## src/rtl/uart_pkg.sv

```systemverilog
// rtl/uart_pkg.sv - shared constants, LCR bit positions and transmitter state encoding
package uart_pkg;

    localparam int FIFO_DEPTH     = 16;
    localparam int FIFO_COUNTER_W = 5;
    localparam int DATA_W         = 8;

    // Line control register bit positions
    localparam int LC_BITS = 0;  // [1:0] word length select
    localparam int LC_SB   = 2;  // extra stop time
    localparam int LC_PE   = 3;  // parity enable
    localparam int LC_EP   = 4;  // even parity select
    localparam int LC_SP   = 5;  // stick parity
    localparam int LC_BC   = 6;  // break control

    typedef enum logic [2:0] {
        S_IDLE        = 3'd0,
        S_POP_BYTE    = 3'd1,
        S_SEND_START  = 3'd2,
        S_SEND_BYTE   = 3'd3,
        S_SEND_PARITY = 3'd4,
        S_SEND_STOP   = 3'd5
    } tx_state_e;

    // Last tick index of the stop phase: 16, 24 (1.5 stop at 5 bits) or 32 ticks
    function automatic logic [4:0] stop_last_tick(input logic sb, input logic [1:0] wl);
        if (!sb)
            return 5'd15;
        else if (wl == 2'b00)
            return 5'd23;
        else
            return 5'd31;
    endfunction

endpackage

```

## src/rtl/uart_tx_engine_if.sv

```systemverilog
// rtl/uart_tx_engine_if.sv - register-block to transmitter signal bundle
// Ports (signals): lcr, tf_push, wb_dat_i, enable, tx_reset, lsr_mask driven by the
// register block (master); stx_pad_o, tstate, tf_count returned by the engine (slave).
interface uart_tx_engine_if;
    import uart_pkg::*;

    logic [7:0]                lcr;
    logic                      tf_push;
    logic [DATA_W-1:0]         wb_dat_i;
    logic                      enable;
    logic                      tx_reset;
    logic                      lsr_mask;
    logic                      stx_pad_o;
    logic [2:0]                tstate;
    logic [FIFO_COUNTER_W-1:0] tf_count;

    modport master (
        output lcr, tf_push, wb_dat_i, enable, tx_reset, lsr_mask,
        input  stx_pad_o, tstate, tf_count
    );

    modport slave (
        input  lcr, tf_push, wb_dat_i, enable, tx_reset, lsr_mask,
        output stx_pad_o, tstate, tf_count
    );

endinterface

```

## src/rtl/uart_tx_fifo.sv

```systemverilog
// rtl/uart_tx_fifo.sv - synchronous TX FIFO with push/pop/flush and occupancy count
// Ports: clk, wb_rst_i (async, active-high), i_push, i_pop, i_flush, i_data,
// o_head (combinational head entry), o_count (occupancy), o_empty.
module uart_tx_fifo
    import uart_pkg::*;
#(
    parameter int DEPTH   = FIFO_DEPTH,
    parameter int COUNT_W = FIFO_COUNTER_W,
    parameter int WIDTH   = DATA_W
) (
    input  logic               clk,
    input  logic               wb_rst_i,
    input  logic               i_push,
    input  logic               i_pop,
    input  logic               i_flush,
    input  logic [WIDTH-1:0]   i_data,
    output logic [WIDTH-1:0]   o_head,
    output logic [COUNT_W-1:0] o_count,
    output logic               o_empty
);
    localparam int PTR_W = $clog2(DEPTH);

    logic [WIDTH-1:0]   r_mem [DEPTH];
    logic [PTR_W-1:0]   r_wr_ptr;
    logic [PTR_W-1:0]   r_rd_ptr;
    logic [COUNT_W-1:0] r_count;

    logic w_full;
    logic w_do_push;
    logic w_do_pop;

    assign w_full    = (r_count == COUNT_W'(DEPTH));
    assign o_empty   = (r_count == '0);
    // A push into a full FIFO is dropped even if a pop happens in the same cycle.
    assign w_do_push = i_push && !w_full && !i_flush;
    assign w_do_pop  = i_pop && !o_empty && !i_flush;
    assign o_head    = r_mem[r_rd_ptr];
    assign o_count   = r_count;

    // Storage carries no reset; validity is tracked by the pointers and count.
    always_ff @(posedge clk) begin
        if (w_do_push)
            r_mem[r_wr_ptr] <= i_data;
    end

    // Pointers wrap naturally because DEPTH is a power of two.
    always_ff @(posedge clk or posedge wb_rst_i) begin
        if (wb_rst_i) begin
            r_wr_ptr <= '0;
            r_rd_ptr <= '0;
            r_count  <= '0;
        end else if (i_flush) begin
            r_wr_ptr <= '0;
            r_rd_ptr <= '0;
            r_count  <= '0;
        end else begin
            if (w_do_push)
                r_wr_ptr <= r_wr_ptr + 1'b1;
            if (w_do_pop)
                r_rd_ptr <= r_rd_ptr + 1'b1;
            r_count <= r_count + COUNT_W'(w_do_push) - COUNT_W'(w_do_pop);
        end
    end

endmodule

```

## src/rtl/uart_tx_engine.sv

```systemverilog
// rtl/uart_tx_engine.sv - 16550-style serial transmitter: FIFO, framing FSM and shifter
// Ports: clk, wb_rst_i (async, active-high), bus (uart_tx_engine_if.slave):
// lcr/tf_push/wb_dat_i/enable/tx_reset/lsr_mask in, stx_pad_o/tstate/tf_count out.
module uart_tx_engine
    import uart_pkg::*;
(
    input  logic             clk,
    input  logic             wb_rst_i,
    uart_tx_engine_if.slave  bus
);
    tx_state_e               r_state;
    logic [4:0]              r_tick;
    logic [DATA_W-1:0]       r_shift;
    logic [2:0]              r_bits_left;
    logic                    r_parity;
    logic                    r_bit;
    logic                    r_stx;

    logic [FIFO_COUNTER_W-1:0] w_count;
    logic [DATA_W-1:0]         w_head;
    logic                      w_empty;
    logic                      w_pop;
    logic [2:0]                w_bits_m1;
    logic [DATA_W-1:0]         w_active;
    logic                      w_xor;
    logic                      w_par;
    logic [4:0]                w_stop_last;
    logic                      w_unused_bits;

    // lsr_mask and DLAB have no meaning on the transmit side.
    assign w_unused_bits = bus.lsr_mask ^ bus.lcr[7];

    assign w_pop = bus.enable && (r_state == S_POP_BYTE) && !w_empty;

    uart_tx_fifo #(
        .DEPTH   (FIFO_DEPTH),
        .COUNT_W (FIFO_COUNTER_W),
        .WIDTH   (DATA_W)
    ) u_fifo (
        .clk      (clk),
        .wb_rst_i (wb_rst_i),
        .i_push   (bus.tf_push),
        .i_pop    (w_pop),
        .i_flush  (bus.tx_reset),
        .i_data   (bus.wb_dat_i),
        .o_head   (w_head),
        .o_count  (w_count),
        .o_empty  (w_empty)
    );

    // Word length minus one: 00->4 (5 bits) .. 11->7 (8 bits)
    assign w_bits_m1   = {1'b1, bus.lcr[LC_BITS+1:LC_BITS]};
    // Bits above the word length do not take part in parity
    assign w_active    = w_head & (8'hFF >> (3'd7 - w_bits_m1));
    assign w_xor       = ^w_active;
    assign w_par       = bus.lcr[LC_SP] ? ~bus.lcr[LC_EP]
                       : (bus.lcr[LC_EP] ? w_xor : ~w_xor);
    assign w_stop_last = stop_last_tick(bus.lcr[LC_SB], bus.lcr[LC_BITS+1:LC_BITS]);

    // r_bit is the line level the frame wants; r_stx is the registered pad
    // value one clk later with break forcing it low.
    always_ff @(posedge clk or posedge wb_rst_i) begin
        if (wb_rst_i) begin
            r_state     <= S_IDLE;
            r_tick      <= '0;
            r_shift     <= '0;
            r_bits_left <= '0;
            r_parity    <= 1'b0;
            r_bit       <= 1'b1;
            r_stx       <= 1'b1;
        end else begin
            r_stx <= bus.lcr[LC_BC] ? 1'b0 : r_bit;
            if (bus.enable) begin
                case (r_state)
                    S_IDLE: begin
                        r_bit <= 1'b1;
                        if (w_count != '0)
                            r_state <= S_POP_BYTE;
                    end
                    S_POP_BYTE: begin
                        // A flush between IDLE and here leaves nothing to send.
                        if (w_empty) begin
                            r_state <= S_IDLE;
                        end else begin
                            r_shift     <= w_head;
                            r_bits_left <= w_bits_m1;
                            r_parity    <= w_par;
                            r_tick      <= '0;
                            r_bit       <= 1'b0;
                            r_state     <= S_SEND_START;
                        end
                    end
                    S_SEND_START: begin
                        if (r_tick == 5'd15) begin
                            r_tick  <= '0;
                            r_bit   <= r_shift[0];
                            r_state <= S_SEND_BYTE;
                        end else begin
                            r_tick <= r_tick + 1'b1;
                        end
                    end
                    S_SEND_BYTE: begin
                        if (r_tick == 5'd15) begin
                            r_tick <= '0;
                            if (r_bits_left == '0) begin
                                if (bus.lcr[LC_PE]) begin
                                    r_bit   <= r_parity;
                                    r_state <= S_SEND_PARITY;
                                end else begin
                                    r_bit   <= 1'b1;
                                    r_state <= S_SEND_STOP;
                                end
                            end else begin
                                r_shift     <= r_shift >> 1;
                                r_bit       <= r_shift[1];
                                r_bits_left <= r_bits_left - 1'b1;
                            end
                        end else begin
                            r_tick <= r_tick + 1'b1;
                        end
                    end
                    S_SEND_PARITY: begin
                        if (r_tick == 5'd15) begin
                            r_tick  <= '0;
                            r_bit   <= 1'b1;
                            r_state <= S_SEND_STOP;
                        end else begin
                            r_tick <= r_tick + 1'b1;
                        end
                    end
                    S_SEND_STOP: begin
                        if (r_tick >= w_stop_last) begin
                            r_tick  <= '0;
                            r_state <= S_IDLE;
                        end else begin
                            r_tick <= r_tick + 1'b1;
                        end
                    end
                    default: begin
                        r_tick  <= '0;
                        r_bit   <= 1'b1;
                        r_state <= S_IDLE;
                    end
                endcase
            end
        end
    end

    assign bus.stx_pad_o = r_stx;
    assign bus.tstate    = r_state;
    assign bus.tf_count  = w_count;

endmodule

```

## src/flat_wrapper.sv

```systemverilog
// flat-port wrapper written by rule: the top's interface ports become plain ports
module uart_tx_engine_flat import uart_pkg::*;
  (clk, wb_rst_i, bus_lcr, bus_tf_push, bus_wb_dat_i, bus_enable, bus_tx_reset, bus_lsr_mask, bus_stx_pad_o, bus_tstate, bus_tf_count);
  uart_tx_engine_if bus_i ();
  input  logic clk;
  input  logic wb_rst_i;
  input wire logic [$bits(bus_i.lcr)-1:0] bus_lcr;
  input wire logic [$bits(bus_i.tf_push)-1:0] bus_tf_push;
  input wire logic [$bits(bus_i.wb_dat_i)-1:0] bus_wb_dat_i;
  input wire logic [$bits(bus_i.enable)-1:0] bus_enable;
  input wire logic [$bits(bus_i.tx_reset)-1:0] bus_tx_reset;
  input wire logic [$bits(bus_i.lsr_mask)-1:0] bus_lsr_mask;
  output wire logic [$bits(bus_i.stx_pad_o)-1:0] bus_stx_pad_o;
  output wire logic [$bits(bus_i.tstate)-1:0] bus_tstate;
  output wire logic [$bits(bus_i.tf_count)-1:0] bus_tf_count;
  assign bus_i.lcr = bus_lcr;
  assign bus_i.tf_push = bus_tf_push;
  assign bus_i.wb_dat_i = bus_wb_dat_i;
  assign bus_i.enable = bus_enable;
  assign bus_i.tx_reset = bus_tx_reset;
  assign bus_i.lsr_mask = bus_lsr_mask;
  assign bus_stx_pad_o = bus_i.stx_pad_o;
  assign bus_tstate = bus_i.tstate;
  assign bus_tf_count = bus_i.tf_count;
  uart_tx_engine u_core (.clk(clk), .wb_rst_i(wb_rst_i), .bus(bus_i));
endmodule
```

## config.mk

```make
export PLATFORM = sky130hd
export DESIGN_NAME = uart_tx_engine_flat
export DESIGN_NICKNAME = d
export VERILOG_FILES = /design/src/rtl/uart_pkg.sv /design/src/rtl/uart_tx_engine_if.sv /design/src/rtl/uart_tx_fifo.sv /design/src/rtl/uart_tx_engine.sv /design/src/flat_wrapper.sv
export SDC_FILE = /design/constraint.sdc
export NUM_CORES = 1
export LEC_CHECK = 0
export BUFFER_PORTS_ARGS = -buffer_cell sky130_fd_sc_hd__buf_2
export CAP_MARGIN = 20
export CORE_ASPECT_RATIO = 0.6
export CORE_MARGIN = 10
export CORE_UTILIZATION = 32
export CTS_BUF_LIST = sky130_fd_sc_hd__clkbuf_4
export CTS_CLUSTER_DIAMETER = 100
export DETAILED_ROUTE_END_ITERATION = 12
export GPL_TIMING_DRIVEN = 0
export SKIP_LAST_GASP = 1
export SYNTH_ARGS = -nofsm -noshare
export SYNTH_HDL_FRONTEND = slang
export SYNTH_SLANG_ARGS = --single-unit
```

## constraint.sdc

```tcl
create_clock -name clk -period 2.71 [get_ports clk]
set_clock_uncertainty 0.2 [all_clocks]
set_input_delay 0.271 -clock clk [delete_from_list [all_inputs] [get_ports clk]]
set_output_delay 0.271 -clock clk [all_outputs]
set_load 0.005 [all_outputs]
```

== Yosys cells after proc, flatten, opt, wreduce, memory -nomap -nowiden ==
Memories as Yosys holds them, arrays and structs flattened.
Index checks and enable logic that the tools add are counted.

* Register bits after elaboration: 35
* Bits in writable memories: 128
* Input port bits: 22
* Output and inout port bits: 9
* Word-level logic and storage cells: 105
* Memories: 1

* Add/sub/neg operators: 7
* Order comparisons: 1
* Eq/ne operators: 15
* Shift operators: 1
* Mux-type cells: 40
* Bitwise gates (word level): 6
* Reduce and logical (&&, ||, !) cells: 24

{| class="wikitable"
|+ Memory list
! memory !! depth !! bits a word !! read ports !! clocked after Yosys merged registers in !! write ports !! RTL line !! RTL
|-
| u_core.u_fifo.r_mem || 16 || 8 || 1 || 0 || 1 || uart_tx_fifo.sv:23 || <nowiki>logic [WIDTH-1:0] r_mem [DEPTH];</nowiki>
|}

{| class="wikitable"
|+ Operators with widths
! cell !! count
|-
| 3-bit two-way mux || 9
|-
| 5-bit two-way mux || 5
|-
| 8-bit two-way mux || 3
|-
| 4-bit two-way mux || 5
|-
| 5-bit one-hot mux with 4 select lines || 1
|-
| 3-bit one-hot mux with 6 select lines || 1
|-
| 8-bit one-hot mux with 2 select lines || 1
|-
| 1-bit two-way mux || 12
|-
| 2-bit by 1-bit inequality test with 1-bit output (second input constant) || 6
|-
| 4-bit by 1-bit adder with 4-bit output (second input constant) || 2
|-
| 8-bit bitwise AND || 1
|-
| 8-bit parity || 1
|-
| 8-bit by 3-bit right shift with 8-bit output (first input constant) || 1
|-
| 7-bit AND reduction || 1
|-
| 3-bit by 2-bit equality test with 1-bit output (second input constant) || 2
|-
| 3-bit equality test (second input constant) || 2
|-
| 1-bit logical AND || 6
|-
| 3-bit zero test || 2
|-
| 3-bit one-hot mux with 2 select lines || 1
|-
| 3-bit AND reduction || 2
|-
| 6-bit AND reduction || 1
|-
| 2-bit nonzero test || 3
|-
| 5-bit by 1-bit adder with 5-bit output || 1
|-
| 5-bit by 1-bit adder with 5-bit output (second input constant) || 1
|-
| 17 further kinds || 24
|}

== Depth between registers and ports, before layout ==
Gate-level depths: netlist of run 1.

* Depth in word-level cells: 7
* Mapped depth: 17
* Mapped depth without buffers: 16

== Cells and area by module ==
From an unflattened synthesis of run 1, not the netlist that was laid out.

* Cell total of the unflattened synthesis: 492
* Area total of the unflattened synthesis: 7,226.9 µm²

{| class="wikitable"
|+ Modules (own cells, without submodules)
! module !! times used !! cells each !! area an instance (µm²) !! sequential area each (µm²)
|-
| uart_tx_fifo || 1 || 334 || 5,794.3 || 4,169.0
|-
| uart_tx_engine || 1 || 158 || 1,432.6 || 553.0
|}

== Least setup slack after synthesis of run 1 ==
No wires, ideal clock.

* Kind: register -> register
* From: register u_core.r_state[2], in the netlist u_core.bus.tstate[2]
* To: register u_core.u_fifo.r_count[4], in the netlist u_core.u_fifo.o_count[4]
* Library setup time: 78 ps
* Data arrival time: 2,649 ps
* Required time: 2,432 ps
* Slack: -217 ps
* Cell stages (with the launch flop): 17
* Path buffers: 2
* Period minus slack after synthesis: 2,927 ps
* Cells stage by stage: dfrtp_1 -> clkbuf_1 -> inv_1 -> nand3_1 -> or3_1 -> clkbuf_1 -> nor2_1 -> ha_1 -> inv_1 -> ha_1 -> inv_1 -> fa_1 -> inv_1 -> a21oi_1 -> nor2_1 -> or3_1 -> a21oi_1

* Cells in the longest elaborated chain, start to end: 7

{| class="wikitable"
|+ Ends and longest elaborated chain
! element !! RTL line !! RTL
|-
| from (decl) || uart_tx_engine.sv:11 || <nowiki>tx_state_e r_state;</nowiki>
|-
| from (signal assigned) || uart_tx_engine.sv:64 || <nowiki>r_state <= S_IDLE;</nowiki>
|-
| from (signal assigned) || uart_tx_engine.sv:78 || <nowiki>r_state <= S_POP_BYTE;</nowiki>
|-
| from (signal assigned) || uart_tx_engine.sv:83 || <nowiki>r_state <= S_IDLE;</nowiki>
|-
| 3-bit by 1-bit equality test with 1-bit output || uart_tx_engine.sv:33 || <nowiki>assign w_pop = bus.enable && (r_state == S_POP_BYTE) && !w_empty;</nowiki>
|-
| 1-bit logical AND (2 in a row) || uart_tx_engine.sv:33 ||
|-
| 1-bit logical AND (2 in a row) || uart_tx_fifo.sv:36 || <nowiki>assign w_do_pop = i_pop && !o_empty && !i_flush;</nowiki>
|-
| 5-bit by 1-bit subtractor with 5-bit output || uart_tx_fifo.sv:61 || <nowiki>r_count <= r_count + COUNT_W'(w_do_push) - COUNT_W'(w_do_pop);</nowiki>
|-
| 5-bit two-way mux || uart_tx_fifo.sv:52 || <nowiki>end else if (i_flush) begin</nowiki>
|-
| to (signal assigned) || uart_tx_fifo.sv:61 ||
|-
| to (decl) || uart_tx_fifo.sv:26 || <nowiki>logic [COUNT_W-1:0] r_count;</nowiki>
|}

Every way passes these cells.
A chain may end at the register's enable or synchronous reset.

== Worst setup path in the final report of run 1 ==
* From: register u_core.u_fifo.r_rd_ptr[0]
* To: register u_core.r_parity

* Cells in the longest elaborated chain, start to end: 6

{| class="wikitable"
|+ Ends and longest elaborated chain
! element !! RTL line !! RTL
|-
| from (decl) || uart_tx_fifo.sv:25 || <nowiki>logic [PTR_W-1:0] r_rd_ptr;</nowiki>
|-
| from (signal assigned) || uart_tx_fifo.sv:60 || <nowiki>r_rd_ptr <= r_rd_ptr + 1'b1;</nowiki>
|-
| memory 16 x 8 bit (*) || - ||
|-
| 8-bit bitwise AND (*) || uart_tx_engine.sv:54 || <nowiki>assign w_active = w_head & (8'hFF >> (3'd7 - w_bits_m1));</nowiki>
|-
| 8-bit parity (*) || uart_tx_engine.sv:55 || <nowiki>assign w_xor = ^w_active;</nowiki>
|-
| 1-bit NOT || uart_tx_engine.sv:57 || <nowiki>: (bus.lcr[LC_EP] ? w_xor : ~w_xor);</nowiki>
|-
| 1-bit two-way mux (*) || uart_tx_engine.sv:57 ||
|-
| 1-bit two-way mux (*) || uart_tx_engine.sv:56 || <nowiki>assign w_par = bus.lcr[LC_SP] ? ~bus.lcr[LC_EP]</nowiki>
|-
| to (signal assigned) || uart_tx_engine.sv:87 || <nowiki>r_parity <= w_par;</nowiki>
|-
| to (decl) || uart_tx_engine.sv:15 || <nowiki>logic r_parity;</nowiki>
|}

Every way passes the cells marked *; elsewhere a longest branch is shown, timed or not.

==> results.md, run 1 <==
* Final count of hold timing violations at 0
* Stages on worst setup path at 8
* Largest net degree at the start of global routing at 23
* Total global-route track usage at 0.121
* Max clock buf depth at 2
* Top cell type by total area after synthesis: edfxtp_1
* Crit-path slowest cell: mux4_2
* Gp weighted congestion at 0.838
* Slew Limit Fails at 0
* MaxCap Viol Count at 0
* Max-slew headroom at 0.255
* Total CTS buffers at 17
* Final WS setup at -0.268 ns
* DRT iter0 DRCs at 337
* Mean Syn Cell Area at 14.9 sq um
* GR Overflow Total at 0
* Core Util, Final at 0.395
* Initial Util at 0.324
* Tightest Pin Transition at 1.11 ns
* Area added between synthesis and finish at 21.9%
* DRT Pass-1 Iters at 5
* Antenna Nets Post-Route at 0
* Critical path's most frequent cell: mux4_2
* Area of the core at 22000 sq um
* Clock root cell: clkbuf_4
* Initial antenna violation count at 0
* First-pass GRT wire length at 26000 um
* Number of port buffers at 28
* Synth cell count leaders: 128 x edfxtp_1, 46 x nor2_1, 35 x mux4_2, 35 x nand2_1, 33 x dfrtp_1
* Die width at 213 um
* Via density at 5.11
* Run status: complete, but fails checks
* Post-route setup TNS at -0.500 ns
* CTS Sinks at roughly 160
* Crit path capture type: register
* PnR Total Power at 6.70 mW
* Share of cells above drive strength 1 at 0.323
* Top delay family on crit path: multiplexers
* Slowest stage delay, CP at 0.52 ns
* Failing checks: negative setup slack
* CTS tree: built
* CP Data Required Time at 3.02 ns
* Post-synthesis sequential area ratio at 0.663
* Io pins at 31
* RSZ-0062 raised after global routing: yes
* Cells after synthesis at 477
* Worst-skew pair later-pin latency at 0.58 ns
* CP Max Fanout at 5
* Achievable Freq at 336 MHz
* Detailed Place HPWL at 11300 um
* Critical Path, Cell by Cell: buf_12 > mux4_2 > mux4_2 > xnor3_1 > xnor2_2 > a2111o_1 > o31a_1 > nand3_1
* Register bit total from synthesis at 163
* Most frequent cell after synthesis: edfxtp_1
* Post-synth top area share at 0.540
* Static Leak at 3.08 nW
* Worst vdd ir at 280 uV
* Die extent in y at around 140 um
* Die area at 28800 sq um
* Pwr per Cell Area at roughly 770 nW/um^2
* Post-synth EDFFs at 128
* Asr flop ratio synth at 0.215
* Crit path buf inv count at 1
* Fin crit period at 2.98 ns
* Post-Syn Area at about 7000 sq um
* Critical Path AT at 3.29 ns
* Rows at 42
* Via count at 4416
* Setup CP Type: reg -> reg
* Ys flop type: edfxtp_1
* Syn. warnings at 0
* Netlist cell types at 47
* Synth Net Count at 518
* Synth area leaders: edfxtp_1 54%, dfrtp_1 12%, mux4_2 11%, ha_1 3.2%, nor2_1 2.4%
* Worst-path clk slew at 0.16 ns
* Nets at 607
* WL/cell at roughly 20 um
* R2R cell count at 8
* Setup violation total in the final timing report at 3
* Routed WL at around 17000 um
* Worst hold stages at 3
* Drt drc at 0
* Diodes inserted at 0
* R2R Setup Slk at -0.27 ns
* Vias in the first global route at roughly 4400
* Hold Path Class: in -> reg
* Startpoint Class: register
* H-tree level count at 4
* Period utilisation layout at 1.10
## worst min-delay path, delay by kind of cell
family,cells,cell delay [ns]
buffers and inverters,2,0.36
AOI/OAI and AO/OA,1,0.16
## cell usage in the layout (no fill, tap or decap), drive strengths merged, types with 6 or more instances in the layout
| cell type | count |
|---|---|
| inv | 28 |
| nand2 | 35 |
| xor2 | 6 |
| clkbuf | 31 |
| a21oi | 21 |
| nand3 | 13 |
| nor2 | 46 |
| o21ai | 27 |
| xnor2 | 6 |
| ha | 18 |
| mux4 | 35 |
| nor2b | 8 |
| buf | 63 |
| dfrtp | 33 |
| dlygate4sd3 | 17 |
| edfxtp | 128 |
## report_power, final
part / total, mW / internal, mW / leakage (nW) / switching [mW]
combinational: 2.07 / 1.02 / 1.32 / 1.05
clock: 1.55 / 0.592 / 0.164 / 0.958
sequential: 3.08 / 2.92 / 1.59 / 0.167
## layer usage
layer / track usage / vias to the layer above / part of all wire
li1: - / 1986 / -
met1: 0.173 / 2270 / 0.48
met2: 0.175 / 148 / 0.45
met3: 0.0388 / 12 / 0.070
met4: 0.0261 / 0 / 0.0068
met5: 0 / - / 0
## final timing paths
kind	from	endpoint
worst max-delay path	u_core.u_fifo.r_rd_ptr[0]$_DFFE_PP0P_	u_core.r_parity$_DFFE_PP0P_
worst min-delay path	bus_tx_reset	u_core.u_fifo.o_count[4]$_DFF_PP0_
worst max register to register	u_core.u_fifo.r_rd_ptr[0]$_DFFE_PP0P_	u_core.r_parity$_DFFE_PP0P_
worst min register to register	u_core.r_bit$_DFFE_PP1P_	u_core.bus.stx_pad_o$_DFF_PP1_
max in group asynchronous	wb_rst_i	u_core.r_bit$_DFFE_PP1P_
min in group asynchronous	wb_rst_i	u_core.u_fifo.o_count[0]$_DFF_PP0_
## registers in the layout, summed over array words and instances (netlist names)
name and cells:
u_core.r_bits_left 3, u_core.u_fifo.r_rd_ptr 4, u_core.u_fifo.r_mem 128, u_core.bus.stx_pad_o 1, u_core.r_shift 8, u_core.r_tick 5, u_core.r_bit 1, u_core.u_fifo.r_wr_ptr 4
u_core.bus.tstate 3, u_core.u_fifo.o_count 5, u_core.r_parity 1
## cell type report
| cell class | count | area (sq um) |
|---|---|---|
| Fill cell | 2016 | 13300 |
| Clock buffer | 18 | 135 |
| Buffer | 20 | 163 |
| Multi-Input combinational cell | 271 | 2440 |
| Timing Repair Buffer | 73 | 611 |
| Inverter | 20 | 80.1 |
| Sequential cell | 163 | 4730 |
| Clock inverter | 14 | 168 |
| Tap cell | 286 | 358 |
## metrics by stage
step | hold slack [ns] | setup slack, ns | area (sq um) | instances
floorplan | 0.103 | -0.0561 | 7170 | 477
global placement | 0.190 | -0.557 | 7670 | 791
detailed placement | 0.178 | -0.641 | 7720 | 793
CTS | 0.0138 | -0.259 | 8510 | 858
global route | 0.0456 | -0.343 | 8680 | 865
finish | 0.0524 | -0.268 | 8680 | 865
## repair_timing
item,in CTS,in global routing
setup endpoints to repair,64,62
cloned,1,2
hold endpoints to repair,174,0
resized for setup,45,24
hold buffers,17,0
pin swaps,19,14
buffers inserted,16,7
## cells by family (layout without fill, tap and decap cells)
kind of cell / count (synthesis) / count (layout) / share of synthesized area
adder cells (fa/ha/maj): 19 / 19 / 0.0344
buffers and inverters: 43 / 145 / 0.0269
multiplexers: 36 / 36 / 0.112
AND/OR/NAND/NOR: 133 / 133 / 0.0880
flip-flops: 163 / 163 / 0.663
AO/OA/AOI/OAI: 70 / 70 / 0.0578
XOR/XNOR: 13 / 13 / 0.0179
(Power assumes the default switching activity.)
==> run 2: changes to the inputs <==
--- a/config.mk
+++ b/config.mk
@@ -14,6 +14,7 @@
 export CTS_CLUSTER_DIAMETER = 100
 export DETAILED_ROUTE_END_ITERATION = 12
 export GPL_TIMING_DRIVEN = 0
+export REMOVE_ABC_BUFFERS = 1
 export SKIP_LAST_GASP = 1
 export SYNTH_ARGS = -nofsm -noshare
 export SYNTH_HDL_FRONTEND = slang
==> constraint.sdc (replaced) <==
create_clock -name clk -period 2.6 [get_ports clk]
set_clock_uncertainty 0.2 [all_clocks]
set_input_delay 0.26 -clock clk [delete_from_list [all_inputs] [get_ports clk]]
set_output_delay 0.26 -clock clk [all_outputs]
set_load 0.005 [all_outputs]
==> run 2 against run 1 <==
Against the previous run:
- the flow still finishes with violations (negative setup slack)
- die area unchanged
- non-clock buffer count decreased by 2
- worst hold slack improved by 0.051 ns
- combinational power increased by 5%
- largest cell class unchanged
- via count decreased by 0.32%
- first-iteration DRC count increased by 14%
==> results.md, run 2 (synthesis results as in run 1) <==
* Run status: complete, but fails checks
* Failing checks: negative setup slack
* Routed WL at 16700 um (-2.0%)
* Final count of hold timing violations at 0 (unchanged)
* Largest regs: u_core.u_fifo.r_mem: 128 flops, u_core.r_shift: 8 flops
* Die width at 213 um (unchanged)
* Static Leak at 3.05 nW (-0.80%)
* Number of flip-flops in the largest register at 128 (unchanged)
* Crit path capture type: register
* CP Data Required Time at 2.90 ns (-0.12 ns)
* Share of cells above drive strength 1 at 0.334 (+0.0115)
* Final Cell Area at 8690 sq um (+0.16%)
* DP Area at 7580 sq um (-1.9%)
* WL/cell at 19.3 um (-2.2%)
* Worst r2r src: u_core.u_fifo.r_rd_ptr[0]$_DFFE_PP0P_
* Io pins at 31 (unchanged)
* Die area at 28800 sq um (unchanged)
* Antenna Nets Post-Route at 0 (unchanged)
* Total CTS buffers at 17 (unchanged)
* Via count at 4402 (-0.32%)
* Vias in the first global route at 4367 (-1.8%)
* Worst slack at placement at -0.886 ns (-0.245 ns)
* Total global-route track usage at 0.119 (-0.00199)
* Crit-path slowest cell: dfrtp_4
* Pwr per Cell Area at 785 nW/um^2 (+1.6%)
* Critical Path AT at 3.31 ns (+0.02 ns)
* Nets at 605 (-0.33%)
* DRT iter0 DRCs at 384 (+14%)
* Most frequent cells in the layout: 128 x edfxtp_1, 35 x mux4_2, 34 x nand2_1
* Setup CP Type: reg -> reg
* R2R cell count at 10 (+2)
* Post-route setup TNS at -0.930 ns (-0.430 ns)
* Worst Setup EP: u_core.r_parity$_DFFE_PP0P_
* Tightest Pin Transition at 0.926 ns (-0.187 ns)
* Largest net degree at the start of global routing at 24 (+4.3%)
* Rows at 42 (unchanged)
* Max-slew headroom at 0.380 (+0.125)
* Achievable Freq at 333 MHz (-0.87%)
* RSZ-0062 raised after global routing: yes
* Biggest register: u_core.u_fifo.r_mem
* Clock root cell: clkbuf_4
* Via density at 5.08 (-0.55%)
* Area of the core at 22000 sq um (unchanged)
* Critical Path, Cell by Cell: buf_12 > buf_4 > mux4_2 > nand2_1 > nand4_1 > nor4b_4 > a32oi_2 > a2111o_1 > o31a_1 > nand3_1
* Slowest stage delay, CP at 0.54 ns (+0.02 ns)
* Hold WS at 0.103 ns (+0.0508 ns)
* Gp weighted congestion at 0.834 (-0.37%)
* Area added between synthesis and finish at 22.1%
* Fin crit period at 3.00 ns (+0.0261 ns)
* CP Max Fanout at 7 (+2)
* GR Overflow Total at 0 (unchanged)
* R2R Setup Slk at -0.40 ns (-0.14 ns)
* PnR Total Power at 6.82 mW (+1.8%)
* Worst-skew pair later-pin latency at 0.55 ns (-0.03 ns)
* Final WS setup at -0.405 ns (-0.136 ns)
* Period utilisation layout at 1.16 (+0.0565)
* Crit Reg-Reg Endpoint: u_core.r_parity$_DFFE_PP0P_
* Origin of the worst setup path: u_core.u_fifo.r_rd_ptr[0]$_DFFE_PP0P_
* Commonest non-fill, non-tap cell in the layout: edfxtp_1
* MaxCap Viol Count at 0 (unchanged)
* Slew Limit Fails at 0 (unchanged)
* Hold Path Class: in -> async
* Startpoint Class: register
* Worst vdd ir at 374 uV (+34%)
* H-tree level count at 4 (unchanged)
* CTS tree: built
* Worst-path clk slew at 0.14 ns (-0.02 ns)
* Setup violation total in the final timing report at 4 (+1)
* CTS Sinks at 163 (unchanged)
* Initial antenna violation count at 1 (+1)
* Die extent in y at 136 um (unchanged)
* Detailed Place HPWL at 10600 um (-6.1%)
* First-pass GRT wire length at 25900 um (-0.24%)
* Drt drc at 0 (unchanged)
* Initial Util at 0.324 (unchanged)
* Number of port buffers at 28 (unchanged)
* Max clock buf depth at 2 (unchanged)
* DRT Pass-1 Iters at 5 (unchanged)
-- run 2: cell count changes in the layout (fill, tap and decap cells not counted), moves of 4 or more --
cell | before | now
clkbuf_1 | 7 | 0
buf_4 | 20 | 31
diode_2 | 0 | 4
buf_12 | 4 | 8
dfrtp_1 | 30 | 26
nor2_1 | 37 | 33
-- run 2: timing repair --
action                                  in CTS  in global routing
cloned                                       0                  0
pin swaps                                   15                 12
hold buffers                                19                  0
gates resized for setup                     49                 21
setup buffers                               29                 12
endpoints found under the setup margin     140                 66
endpoints found under the hold margin      183                  0
-- run 2: final cells by class --
class | count | area (sq um)
clock inverter | 10 | 86.3
multi-input combinational | 271 | 2450
antenna | 4 | 10.0
inverter | 20 | 77.6
tap | 286 | 358
fill | 2029 | 13300
sequential | 163 | 4740
clock buffer | 22 | 165
timing repair buffer | 91 | 812
-- run 2: critical path: cells and delay by family, from the launching register on --
| kind | cells | cell delay, ns |
|---|---|---|
| AOI/OAI and AO/OA | 3 | 0.67 |
| buffers and inverters | 2 | 0.30 |
| DFF | 1 | 0.54 |
| muxes | 1 | 0.49 |
| and+or+nand+nor | 4 | 0.76 |
-- run 2: per-stage QoR --
step	utilization	instances
after floorplan	-	454
after global placement	0.342	768
after detailed placement	0.345	771
after CTS	0.387	851
after global routing	0.396	867
final	0.396	867
-- run 2: worst min-delay path by stage --
stage                startpoint                               endpoint  slack (ns)  depth (start not counted)
global placement     bus_lcr[6]         u_core.bus.stx_pad_o$_DFF_PP1_        0.18                          2
global route        bus_tf_push  u_core.u_fifo.r_wr_ptr[1]$_DFFE_PP0P_        0.12                          6
detailed placement     wb_rst_i     u_core.u_fifo.o_count[1]$_DFF_PP0_        0.16                          2
CTS                 bus_tf_push  u_core.u_fifo.r_wr_ptr[1]$_DFFE_PP0P_        0.08                          6
floorplan            bus_lcr[6]         u_core.bus.stx_pad_o$_DFF_PP1_        0.09                          1
finish                 wb_rst_i  u_core.u_fifo.r_wr_ptr[0]$_DFFE_PP0P_        0.10                          3
-- run 2: where the power goes --
group	internal (mW)	leakage, nW	switching, mW
logic	1.08	1.33	1.09
registers	3.05	1.59	0.202
clock network	0.523	0.133	0.878
-- run 2: metal layers --
metal / share of wire / global-route usage / up-vias
met5: 0 / 0 / -
met4: 0.0093 / 0.0340 / 0
met3: 0.063 / 0.0217 / 13
met2: 0.45 / 0.172 / 148
met1: 0.48 / 0.177 / 2260
li1: - / - / 1981
